[src/rtl/dst40_round_engine.sv]
// dst40_round_engine: DST40 round sequencer driving the f-network; optional DST40_ABORT_EN adds an abort input
module dst40_round_engine #(
  parameter int ROUNDS   = 200,
  parameter int RESP_W   = 24,
  parameter int KEY_STEP = 3
) (
  input  logic              clk,
  input  logic              rst_n,
  input  logic              start,
  input  logic [39:0]       key,
  input  logic [39:0]       challenge,
`ifdef DST40_ABORT_EN
  input  logic              abort,
`endif
  output logic [39:0]       f_key,
  output logic [39:0]       f_chal,
  input  logic [1:0]        f_res,
  output logic              busy,
  output logic              done,
  output logic [RESP_W-1:0] response
);
  localparam int RW = $clog2(ROUNDS);
  localparam int SW = KEY_STEP > 1 ? $clog2(KEY_STEP) : 1;
  typedef enum logic [1:0] {IDLE, RUN, DONE} state_t;
  state_t state, nxt;
  logic [RW-1:0] rcnt;
  logic [SW-1:0] scnt;
  logic [39:0] kr, cr, kn, cn;
  logic ab, last, kstep;
`ifdef DST40_ABORT_EN
  assign ab = abort;
`else
  assign ab = 1'b0;
`endif
  assign last  = rcnt == RW'(ROUNDS - 1);
  assign kstep = scnt == SW'(KEY_STEP - 1);
  assign cn    = {cr[1:0] ^ f_res, cr[39:2]};
  assign kn    = {kr[0] ^ kr[2] ^ kr[19] ^ kr[21], kr[39:1]};
  assign f_key  = kr;
  assign f_chal = cr;
  // state register
  always_ff @(posedge clk or negedge rst_n)
    if (!rst_n) state <= IDLE;
    else state <= nxt;
  // next state: abort beats the final round; DONE lasts one cycle and can accept start
  always_comb begin
    nxt = state;
    nxt = state == RUN ? (ab ? IDLE : last ? DONE : RUN) : (start ? RUN : IDLE);
  end
  // status outputs decoded from the registered state
  always_comb begin
    busy = state == RUN;
    done = state == DONE;
  end
  // datapath: load on accept, one round per RUN cycle, capture response on the last round
  always_ff @(posedge clk or negedge rst_n)
    if (!rst_n) begin
      kr       <= '0;
      cr       <= '0;
      rcnt     <= '0;
      scnt     <= '0;
      response <= '0;
    end else if (state != RUN) begin
      if (start) begin
        kr   <= key;
        cr   <= challenge;
        rcnt <= '0;
        scnt <= '0;
      end
    end else if (!ab) begin
      cr   <= cn;
      kr   <= kstep ? kn : kr;
      scnt <= kstep ? '0 : scnt + SW'(1);
      rcnt <= rcnt + RW'(1);
      if (last) response <= cn[RESP_W-1:0];
    end
endmodule

[config.mk]
export PLATFORM = sky130hd
export DESIGN_NAME = dst40_round_engine
export DESIGN_NICKNAME = d
export VERILOG_FILES = /design/src/rtl/dst40_round_engine.sv
export SDC_FILE = /design/constraint.sdc
export NUM_CORES = 1
export LEC_CHECK = 0
export ABC_AREA = 1
export CAP_MARGIN = 5
export CORE_ASPECT_RATIO = 0.6
export CORE_MARGIN = 2
export CORE_UTILIZATION = 29
export DETAILED_ROUTE_END_ITERATION = 10
export MAX_ROUTING_LAYER = met4
export PLACE_DENSITY = 0.59
export RECOVER_POWER = 50
export SLEW_MARGIN = 25
export SYNTH_ARGS = -nofsm -noshare
export SYNTH_HDL_FRONTEND = slang
export SYNTH_SLANG_ARGS = --single-unit
[constraint.sdc]
create_clock -name clk -period 2.05 [get_ports clk]
set_input_delay 0.41 -clock clk [delete_from_list [all_inputs] [get_ports clk]]
set_output_delay 0.41 -clock clk [all_outputs]
set_load 0.1 [all_outputs]
* After elaboration in Yosys (flattened, before gate mapping)
Index checks and enable logic that the tools add are counted.
Widths: inputs -> output; s select.
** Word-level totals
- Register bits :: 116
- Input port bits :: 85
- Logic and storage cells :: 35
- Output and inout port bits :: 106
** Cells by class
- Equality and inequality tests :: 6
- Bitwise gates (word level) :: 5
- Add/sub/neg operators :: 2
- Mux-type cells :: 13
- Reduce and logical (&&, ||, !) cells :: 3
** Operators with widths (count)
- $mux 40 :: 5
- $mux 8 :: 2
- $mux 2 :: 5
- $add 8x1->8 const B :: 1
- $eq 8x8->1 const B :: 1
- $eq 2x2->1 const B :: 2
- $reduce_and 2->1 :: 2
- $xor 1x1->1 :: 3
- $add 2x1->2 const B :: 1
- $eq 2x1->1 const B :: 1
- $ne 2x1->1 const B :: 1
- $ne 2x2->1 const B :: 1
- $reduce_bool 2->1 :: 1
- $xor 2x2->2 :: 1
- $mux 1 :: 1
- $not 1->1 :: 1

* Longest topological paths before layout
Gate-level depths: netlist of run 1.
- Depth in word-level cells :: 5
- Mapped depth :: 9
- Depth with buffers taken out :: 7

* Worst setup path before layout of run 1
Ideal clock, no wire load.
- Path type :: reg2out
- Start point :: register state[0]
- End point :: output port done
- Data required time :: 1.640 ns
- Cell stages (with the launch flop) :: 2
- Buffers on the path :: 0
- Data arrival time :: 1.639 ns
- Path slack :: 0.001 ns
- Cell sequence :: dfrtp_1 nor2_1
** On the way
- Longest elaborated chain between the ends :: 1
** RTL lines
- from (decl) :: line 25 : state_t state, nxt;
- from (signal assigned) :: line 44 : else state <= nxt;
- $eq 2x2->1 :: line 53 : done = state == DONE;
- to (decl) :: line 19 : output logic done,
Every way passes these cells.

* Worst setup path in the final report of run 1
- Start point :: register state[0]
- End point :: output port busy
** On the way
- Longest elaborated chain between the ends :: 1
** RTL lines
- $eq 2x1->1 :: line 52 : busy = state == RUN;
- to (decl) :: line 18 : output logic busy,
Every way passes these cells.

==> results of run 1 <==
==> worst paths after layout <==
kind	startpoint	to	depth (start not counted)
max in group asynchronous	rst_n	f_chal[36]	3
worst max register to register	state[1]	f_key[18]	7
min in group asynchronous	rst_n	f_key[24]	2
worst min register to register	response[21]	response[21]	2
worst min-delay path	response[21]	response[21]	2
worst max-delay path	state[0]	busy	3
==> cell type report <==
cell class	count	area share (%)
clock buffers	17	5.49
well taps	240	3.88
clock inverters	15	2.23
flip-flops and latches	116	37.5
multi-input cells	441	25.3
inverters	61	2.99
repair buffers	207	22.7
==> where the power goes <==
group          leakage (nW)  switching [mW]  internal (mW)
clock                 0.295            1.20           1.83
sequential             1.38           0.111           2.39
combinational          2.02           0.940          0.342
==> flip-flops by register name, summed over array words and instances (netlist names) <==
signal    flops
response     24
f_key        40
state         2
scnt          2
f_chal       40
rcnt          8
==> logic make-up (layout without fill, tap and decap cells) <==
family / after synthesis / count (layout) / share of synthesized area [%]
AOI/OAI and AO/OA: 108 / 108 / 11.6
buffers and inverters: 97 / 300 / 8.57
DFF: 116 / 116 / 54.6
xor gates and xnor gates: 3 / 3 / 0.495
and+or+nand+nor: 328 / 328 / 24.3
adders and majority gates: 2 / 2 / 0.471
==> Yosys cell counts (all sizes together) <==
cell | instances | area, um^2
nand4 | 2 | 12.5
nor2 | 15 | 58.8
o21ai | 87 | 462
clkbuf | 10 | 37.5
xnor2 | 2 | 17.5
xor2 | 1 | 8.76
nand2 | 278 | 1050
nand3 | 32 | 160
a22o | 1 | 8.76
or2 | 1 | 6.26
a211oi | 1 | 7.51
o211ai | 16 | 120
buf | 26 | 186
o31ai | 1 | 7.51
a21oi | 2 | 10.0
inv | 60 | 228
ha | 2 | 25.0
clkinv | 1 | 3.75
dfrtp | 116 | 2900
==> stage by stage <==
step                      setup WS (ns)  std cells  util (%)  power [mW]  cell area (um^2)
after floorplan                0.000792        654         -        3.36              5310
after global routing             0.0395       1097      43.0        7.07              7740
after CTS                         0.124       1097      43.6        6.91              7860
after global placement            0.236       1064      40.2        3.85              7250
final                             0.182       1097      43.0        6.81              7740
after detailed placement          0.234       1064      40.2        3.84              7250
==> tightest hold or removal path, delay by kind of cell, from the launching register on <==
family           cells  cell delay, ns
flip-flops           1            0.34
AND/OR/NAND/NOR      2            0.11
==> placed cells by master (no fill, tap or decap), drive strengths merged <==
cell type and instances:
a211oi 1, a21oi 2, a22o 1, buf 92, bufinv 2, clkbuf 48
clkdlybuf4s50 83, clkinv 9, dfrtp 116, dlygate4sd3 1, ha 2, inv 65
nand2 278, nand3 32, nand4 2, nor2 15, o211ai 16, o21ai 87
o31ai 1, or2 1, xnor2 2, xor2 1
==> per-layer routing <==
layer / vias up / global-route usage (%) / part of all wire, %
li1: 2443 / - / -
met1: 2182 / 25.3 / 53
met2: 145 / 21.6 / 39
met3: 6 / 5.33 / 6.8
met4: 0 / 3.31 / 0.32
met5: - / - / 0
==> repair_timing <==
action                                 4_1_cts  5_1_grt
endpoints found under the hold margin       27        0
resized for setup                            0        0
hold buffers                                 1        0
==> PnR_summary.wiki, run 1 <==
{| class="wikitable"
! Metric !! Value
|-
| Wire length of the first global-routing pass || ~24 mm
|-
| TritonCTS clock tree || done
|-
| Drt initial violations || 347
|-
| Leakage power summed over all cells || roughly 3.7 nW
|-
| Initial standard-cell utilization of the core || between 20% and 30%
|-
| Total clock sinks || 116
|-
| Worst path bufs/invs || 2
|-
| Clock slew seen by the registers of the worst setup and hold paths || roughly 0.06 ns
|-
| DRT antenna net count || 0
|-
| Net count reported at finish || just over 900
|-
| Crit path required time || 1.64 ns
|-
| Total overflow reported by the global router || 0
|-
| Total DRC errors in the routed layout || 0
|-
| Setup total negative slack || 0 ns
|-
| Fraction of layout cells with a size suffix above 1 || 19.6%
|-
| Number of maximum-capacitance constraint violations || 0
|-
| Status || complete, no violations
|-
| Final worst path period need || ~1.9 ns
|-
| Area occupied by multi-input gates || 1960 um^2
|-
| Mean area per synthesized cell || a little over 8 um^2
|-
| Data arrival time of the critical path || 1.46 ns
|-
| R2R Setup Slk || 0.26 ns
|-
| Worst hold slack || just under 0.5 ns
|-
| Clock buffer count from CTS || 17
|-
| Number of inserted filler cells in the final layout || 1781
|-
| Die Footprint || 19500 um^2
|-
| Number of endpoints with negative hold slack in the final report || 0
|-
| Peak supply drop || approximately 0.00044 V
|-
| Number of antenna violations at the first check in global routing || 0
|-
| DRT Wirelength || 15.5 mm
|-
| Critical path startpoint category || flop
|-
| Count of final setup violators || 0
|-
| Largest driver fanout on the critical path || 12
|-
| Cells after Synth || 654
|-
| Number of optimization iterations in the first detailed-route pass || 4
|-
| Sequential cell area fraction in the yosys report || 54.6%
|-
| Crit-path leading delay family || buffers and inverters
|-
| Synthesis-to-finish area growth || 45.7%
|-
| Die Height || 109 um
|-
| Max-slew violation count || 0
|-
| Via-to-Cell Ratio || 4.35
|-
| Via count of the first global-routing pass || 4576
|-
| Number of library cell types mapped by synthesis || 27
|-
| Clock network latency to the later pin of the worst-skew pair || about 0.41 ns
|-
| Number of port buffers || 190
|-
| Pin count of the biggest net entering global routing || 79
|-
| Period utilisation layout || roughly 91%
|-
| Overall Global Routing Usage || 16.8%
|-
| Overall die width || about 180 um
|-
| Placer congestion estimate || 0.740
|-
| Post-CTS setup buffer count || 0
|-
| Register cell area after layout || between 2000 and 3000 um^2
|-
| Critical-path cell with the highest stage delay || dfrtp_1
|-
| Yosys synthesis warning count || 0
|-
| Worst slew margin || 50.1%
|-
| Max Clock Freq || roughly 540 MHz
|-
| Clk buf depth || 2
|-
| Post-DR wirelength/cell || 14.1 um
|-
| Core area || 18000 um^2
|-
| Root Buffer Master || clkbuf_16
|-
| Cell Area, Synth || 5310 um^2
|-
| CTS H-tree lvls || 4
|-
| Largest incremental delay on the critical path || 0.40 ns
|-
| Least-Margin Pin Slew || 0.749 ns
|-
| Unrepaired setup endpoints after global routing || false
|-
| Net count after synthesis || between 700 and 800
|-
| Startpoint-to-endpoint class of the critical path || reg -> out
|-
| PwrDens || 879 nW/um^2
|-
| Min-Delay Path Class || reg -> reg
|-
| Final HPWL DP || roughly 11 mm
|-
| Sequence of cells on the critical path || nand2_4, clkinv_1, buf_12
|-
| Number of synthesized register bits || 116
|-
| Row cnt || 38
|-
| Vias post-DR || 4776
|-
| Post-Route Skew || 0.0165 ns
|-
| Count of inserted antenna diode cells || 0
|-
| Worst Setup End Kind || output pin
|-
| Boundary Pins || ~190
|}
Note: power is estimated with default switching activity, not from simulation.
==> run 2, diff against run 1 <==
--- a/config.mk
+++ b/config.mk
@@ -8,7 +8,6 @@
 export ABC_AREA = 1
 export CAP_MARGIN = 5
 export CORE_ASPECT_RATIO = 0.6
-export CORE_MARGIN = 2
 export CORE_UTILIZATION = 29
 export DETAILED_ROUTE_END_ITERATION = 10
 export MAX_ROUTING_LAYER = met4
==> PnR_summary.wiki, run 2 (synthesis gave the netlist of run 1 again) <==
{| class="wikitable"
! Metric !! Value
|-
| Critical-path cell with the highest stage delay || dfrtp_1
|-
| Clk buf depth || 2
|-
| Final HPWL DP || 11.4 mm
|-
| Min-Delay Path Class || reg -> reg
|-
| Total number of cells along the worst setup path || 3
|-
| TritonCTS clock tree || done
|-
| Net count reported at finish || between 900 and 1000
|-
| Number of maximum-capacitance constraint violations || 0
|-
| Synthesis-to-finish area growth || 45.4%
|-
| Post-CTS setup buffer count || 0
|-
| Root Buffer Master || clkbuf_16
|-
| Register cell area after layout || 2900 um^2
|-
| Core area || approximately 18000 um^2
|-
| Cell Count, Final, Fillers Out || 1090
|-
| Count of final setup violators || 0
|-
| Largest incremental delay on the critical path || 0.41 ns
|-
| Clock slew seen by the registers of the worst setup and hold paths || 0.06 ns
|-
| Cell depth of the worst hold path || 1
|-
| Number of inserted filler cells in the final layout || 1794
|-
| Data arrival time of the critical path || 1.53 ns
|-
| Worst path bufs/invs || 2
|-
| Number of antenna violations at the first check in global routing || 0
|-
| Overall die width || 177 um
|-
| Initial standard-cell utilization of the core || a little under a third
|-
| Crit-path leading delay family || buffers and inverters
|-
| Commonest cells after routing, fill and taps aside || nand2_1, dfrtp_1, clkdlybuf4s50_1, o21ai_0, buf_4
|-
| Area occupied by multi-input gates || a little under 2000 um^2
|-
| Total DRC errors in the routed layout || 0
|-
| Pin count of the biggest net entering global routing || 55
|-
| Via count of the first global-routing pass || 4537
|-
| Die Footprint || 18900 um^2
|-
| Placer congestion estimate || approximately 0.76
|-
| Startpoint-to-endpoint class of the critical path || reg -> out
|-
| Largest driver fanout on the critical path || 17
|-
| Period utilisation layout || 94.7%
|-
| Critical path startpoint category || flop
|-
| Unrepaired setup endpoints after global routing || false
|-
| Total clock sinks || 116
|-
| Post-Route Skew || 0.0111 ns
|-
| Number of cells in the design after placement || 1058
|-
| Final worst path period need || 1.94 ns
|-
| Post-DR wirelength/cell || between 10 and 15 um
|-
| Number of optimization iterations in the first detailed-route pass || 4
|-
| Max Clock Freq || 515 MHz
|-
| Sequence of cells on the critical path || nand2_4, clkinvlp_4, buf_12
|-
| Fraction of layout cells with a size suffix above 1 || 19.7%
|-
| Most common cell after layout, fill and taps aside || nand2_1
|-
| Max-slew violation count || 0
|-
| Status || complete, no violations
|-
| Worst slew margin || just over 50%
|-
| Drt initial violations || 317
|-
| Vias post-DR || about 4800
|-
| Least-Margin Pin Slew || 0.746 ns
|-
| DRT antenna net count || 0
|-
| Die Height || 107 um
|-
| Wire length of the first global-routing pass || 25.5 mm
|-
| Peak supply drop || 0.000481 V
|-
| Number of port buffers || 190
|-
| R2R Setup Slk || roughly 0.36 ns
|-
| Overall Global Routing Usage || 18.2%
|-
| Count of inserted antenna diode cells || 0
|-
| Via-to-Cell Ratio || 4.36
|-
| Crit path required time || 1.64 ns
|-
| Boundary Pins || 191
|-
| Clock network latency to the later pin of the worst-skew pair || slightly above 0.4 ns
|-
| Total overflow reported by the global router || 0
|-
| DRT Wirelength || 16.1 mm
|-
| PwrDens || 882 nW/um^2
|-
| Clock buffer count from CTS || 17
|-
| Number of endpoints with negative hold slack in the final report || 0
|-
| Worst Setup End Kind || output pin
|-
| Row cnt || 37
|-
| Leakage power summed over all cells || 3.69 nW
|-
| Number of cells on the worst reg-to-reg path || 6
|-
| CTS H-tree lvls || 4
|-
| Setup total negative slack || 0 ns
|}
-- run 2: layout make-up --
cell class	instances	area share (%)
Clock buffer	18	5.68
Clock inverter	13	2.06
Inverter	61	3.04
Multi-Input combinational cell	441	25.4
Sequential cell	116	37.6
Tap cell	234	3.79
Timing Repair Buffer	207	22.5
-- run 2: power breakdown --
group,switching (mW),internal (mW)
Sequential,0.109,2.39
Combinational,0.942,0.333
Clock,1.10,1.93
Total,2.16,4.66
-- run 2: path summary, 6_finish.rpt --
| kind | endpoint | start |
|---|---|---|
| min reg2reg | scnt[0] | scnt[1] |
| max reg2reg | response[12] | state[0] |
| max in group asynchronous | response[21] | rst_n |
| min | scnt[0] | scnt[1] |
| min in group asynchronous | f_key[32] | rst_n |
| max | busy | state[0] |
-- run 2: what timing repair did --
item	in CTS	in global routing
resized for setup	0	1
setup endpoints to repair	0	1
hold buffers	1	0
endpoints found under the hold margin	24	0
-- run 2: routing by layer --
metal | wire length, um | track usage (%) | vias up
li1 | - | - | 2437
met1 | 8690 | 28.0 | 2174
met2 | 6290 | 23.1 | 128
met3 | 960 | 4.50 | 14
met4 | 134 | 4.80 | 0
met5 | 0 | - | -
-- run 2: worst register-to-register path: stages (launching register included) --
cell and delay (ns):
dfrtp_1 0.41, nand2_4 0.27, nor2_1 0.13, nand2_2 0.11
clkbuf_1 0.49, nand2_1 0.13, o21ai_2 0.08
-- run 2: metrics by stage --
step | hold WS (ns) | setup WS (ns) | instance area [um^2] | total power [mW] | utilization, %
global route | 0.498 | 0.0384 | 7730 | 7.07 | 44.0
CTS | 0.470 | 0.0232 | 7890 | 6.91 | 45.0
global placement | 0.382 | 0.275 | 7280 | 3.84 | 41.5
floorplan | 0.114 | 0.000792 | 5310 | 3.36 | -
finish | 0.454 | 0.109 | 7730 | 6.81 | 44.0
detailed placement | 0.380 | 0.202 | 7280 | 3.84 | 41.5
==> run 3, diff against run 2 <==
--- a/config.mk
+++ b/config.mk
@@ -8,10 +8,10 @@
 export ABC_AREA = 1
 export CAP_MARGIN = 5
 export CORE_ASPECT_RATIO = 0.6
-export CORE_UTILIZATION = 29
+export CORE_UTILIZATION = 49
 export DETAILED_ROUTE_END_ITERATION = 10
 export MAX_ROUTING_LAYER = met4
-export PLACE_DENSITY = 0.59
+export PLACE_DENSITY = 0.9
 export RECOVER_POWER = 50
 export SLEW_MARGIN = 25
 export SYNTH_ARGS = -nofsm -noshare
==> constraint.sdc (replaced) <==
create_clock -name clk -period 2.05 [get_ports clk]
set_input_delay 0.41 -clock clk [delete_from_list [all_inputs] [get_ports clk]]
set_output_delay 0.41 -clock clk [all_outputs]
set_load 0.005 [all_outputs]
==> PnR_summary.wiki, run 3 (synthesis gave the netlist of run 1 again) <==
{| class="wikitable"
! Metric !! Value
|-
| Status || complete, no violations
|-
| Row cnt || 29
|-
| Critical-path cell with the highest stage delay || clkdlybuf4s50_1
|-
| Die Height || 82.7 um
|-
| Data arrival time of the critical path || 1.53 ns
|-
| Max Clock Freq || 516 MHz
|-
| Largest incremental delay on the critical path || 0.52 ns
|-
| DRT antenna net count || 0
|-
| Number of antenna violations at the first check in global routing || 0
|-
| Count of inserted antenna diode cells || 0
|-
| Fraction of layout cells with a size suffix above 1 || 6.35%
|-
| Overall die width || 136 um
|-
| Total overflow reported by the global router || 0
|-
| Final worst path period need || between 1.5 and 2 ns
|-
| Clk buf depth || 2
|-
| Global routing's busiest layer || met2
|-
| Peak supply drop || 0.000696 V
|-
| Post-Route Skew || approximately 0.0098 ns
|-
| Die Footprint || roughly 11000 um^2
|-
| Commonest cells after routing, fill and taps aside || nand2_1, clkdlybuf4s50_1, dfrtp_1, o21ai_0, inv_1
|-
| M2 GR Usage || between 30% and 40%
|-
| Startpoint-to-endpoint class of the critical path || reg -> out
|-
| Via count of the first global-routing pass || 4571
|-
| Initial standard-cell utilization of the core || 50.3%
|-
| Boundary Pins || roughly 190
|-
| Least-Margin Pin Slew || 0.875 ns
|-
| DRT Wirelength || 14.4 mm
|-
| Clock network latency to the later pin of the worst-skew pair || 0.40 ns
|-
| Number of optimization iterations in the first detailed-route pass || 5
|-
| Net count reported at finish || 925
|-
| Most common cell after layout, fill and taps aside || nand2_1
|-
| Unrepaired setup endpoints after global routing || false
|-
| Post-DR wirelength/cell || 14.6 um
|-
| Total DRC errors in the routed layout || 0
|-
| Largest driver fanout on the critical path || 9
|-
| Hold path startpoint || scnt[1]
|-
| Sequence of cells on the critical path || inv_2, nand2_4, clkinv_1, clkdlybuf4s50_1
|-
| Drt initial violations || between 200 and 300
|-
| Final HPWL DP || about 10 mm
|-
| Total clock sinks || approximately 120
|-
| Root Buffer Master || clkbuf_16
|-
| Number of port buffers || 190
|-
| Placer congestion estimate || 0.794
|-
| Wire length of the first global-routing pass || 22.9 mm
|-
| Overall Global Routing Usage || between 20% and 30%
|-
| Final cell area excluding filler cells || 7810 um^2
|-
| Startpoint of the most critical setup path || state[1]
|-
| Pin count of the biggest net entering global routing || 79
|-
| Count of final setup violators || 0
|-
| Clock slew seen by the registers of the worst setup and hold paths || 0.05 ns
|-
| TritonCTS clock tree || done
|-
| GR Util met3 || 6.41%
|-
| Crit path required time || roughly 1.6 ns
|-
| Setup total negative slack || 0 ns
|-
| Worst Setup End Kind || output pin
|-
| Leakage power summed over all cells || 3.53 nW
|-
| CTS H-tree lvls || 4
|-
| Via-to-Cell Ratio || 5.02
|-
| Number of endpoints with negative hold slack in the final report || 0
|-
| Clock buffer count from CTS || 17
|-
| Number of cells in the design after placement || 957
|-
| Min-Delay Path Class || reg -> reg
|-
| Reg2Reg Launch Point || state[1]
|-
| Max-slew violation count || 0
|-
| Total cell area at the placement stage || 7280 um^2
|-
| Critical path startpoint category || flop
|-
| Met1 track demand over resource || between 30% and 40%
|-
| Core area || between 10000 and 15000 um^2
|-
| Period utilisation layout || a little over nine tenths
|-
| Number of maximum-capacitance constraint violations || 0
|-
| PwrDens || 739 nW/um^2
|-
| Overall Power || 5.77 mW
|-
| Synthesis-to-finish area growth || 47.0%
|-
| Vias post-DR || 4967
|-
| Cell Count, Final, Fillers Out || between 900 and 1000
|-
| Worst slew margin || 41.7%
|}
-- run 3: cell count changes in the layout (fill, tap and decap cells not counted), sizes merged --
| cell | change |
|---|---|
| inv | -1 |
| clkbuf | -46 |
| clkdlybuf4s50 | +106 |
| bufinv | -2 |
| clkinvlp | -1 |
| buf | -62 |
-- run 3: power breakdown --
part / leakage, nW / internal [mW] / switching [mW] / total, mW
combinational: 1.89 / 0.368 / 0.195 / 0.563
clock: 0.262 / 1.71 / 1.00 / 2.72
sequential: 1.38 / 2.39 / 0.0996 / 2.49
-- run 3: worst paths after layout --
kind / cells past startpoint / slack (ns) / endpoint
worst max register to register: 7 / 0.19 / rcnt[7]
max in group asynchronous: 3 / 0.27 / response[12]
min in group asynchronous: 2 / 0.63 / f_key[17]
worst min-delay path: 1 / 0.47 / scnt[0]
worst min register to register: 1 / 0.47 / scnt[0]
worst max-delay path: 4 / 0.11 / busy
-- run 3: area by class of cell --
type | count | area (um^2)
flip-flops and latches | 116 | 2900
fillers | 769 | 2750
repair buffers | 201 | 2000
clock buffers | 22 | 464
inverters | 61 | 229
multi-input cells | 441 | 1960
well taps | 139 | 174
clock inverters | 9 | 81.3
-- run 3: repair_timing --
action,CTS,global route
setup buffers,0,0
endpoints found under the hold margin,27,0
resized for setup,0,1
hold buffers,1,0
setup endpoints to repair,0,1
-- run 3: through the flow --
stage	setup WS [ns]	hold WS, ns	utilization (%)
after floorplan	0.791	0.114	-
after global placement	0.239	0.355	68.9
after detailed placement	0.145	0.366	68.9
after CTS	0.0451	0.462	74.2
after global routing	0.0256	0.473	74.0
final	0.112	0.466	74.0
-- run 3: per-layer routing --
layer,wire length (um),vias up,share of wire (%)
li1,-,2421,-
met2,6510,184,45
met1,6920,2345,48
met3,841,17,5.8
met5,0,-,0
met4,162,0,1.1
-- run 3: critical path, delay by kind of cell (launching register included) --
| family | cells | cell delay [ns] |
|---|---|---|
| buf+inv | 3 | 0.66 |
| simple gates | 1 | 0.09 |
| flops | 1 | 0.37 |
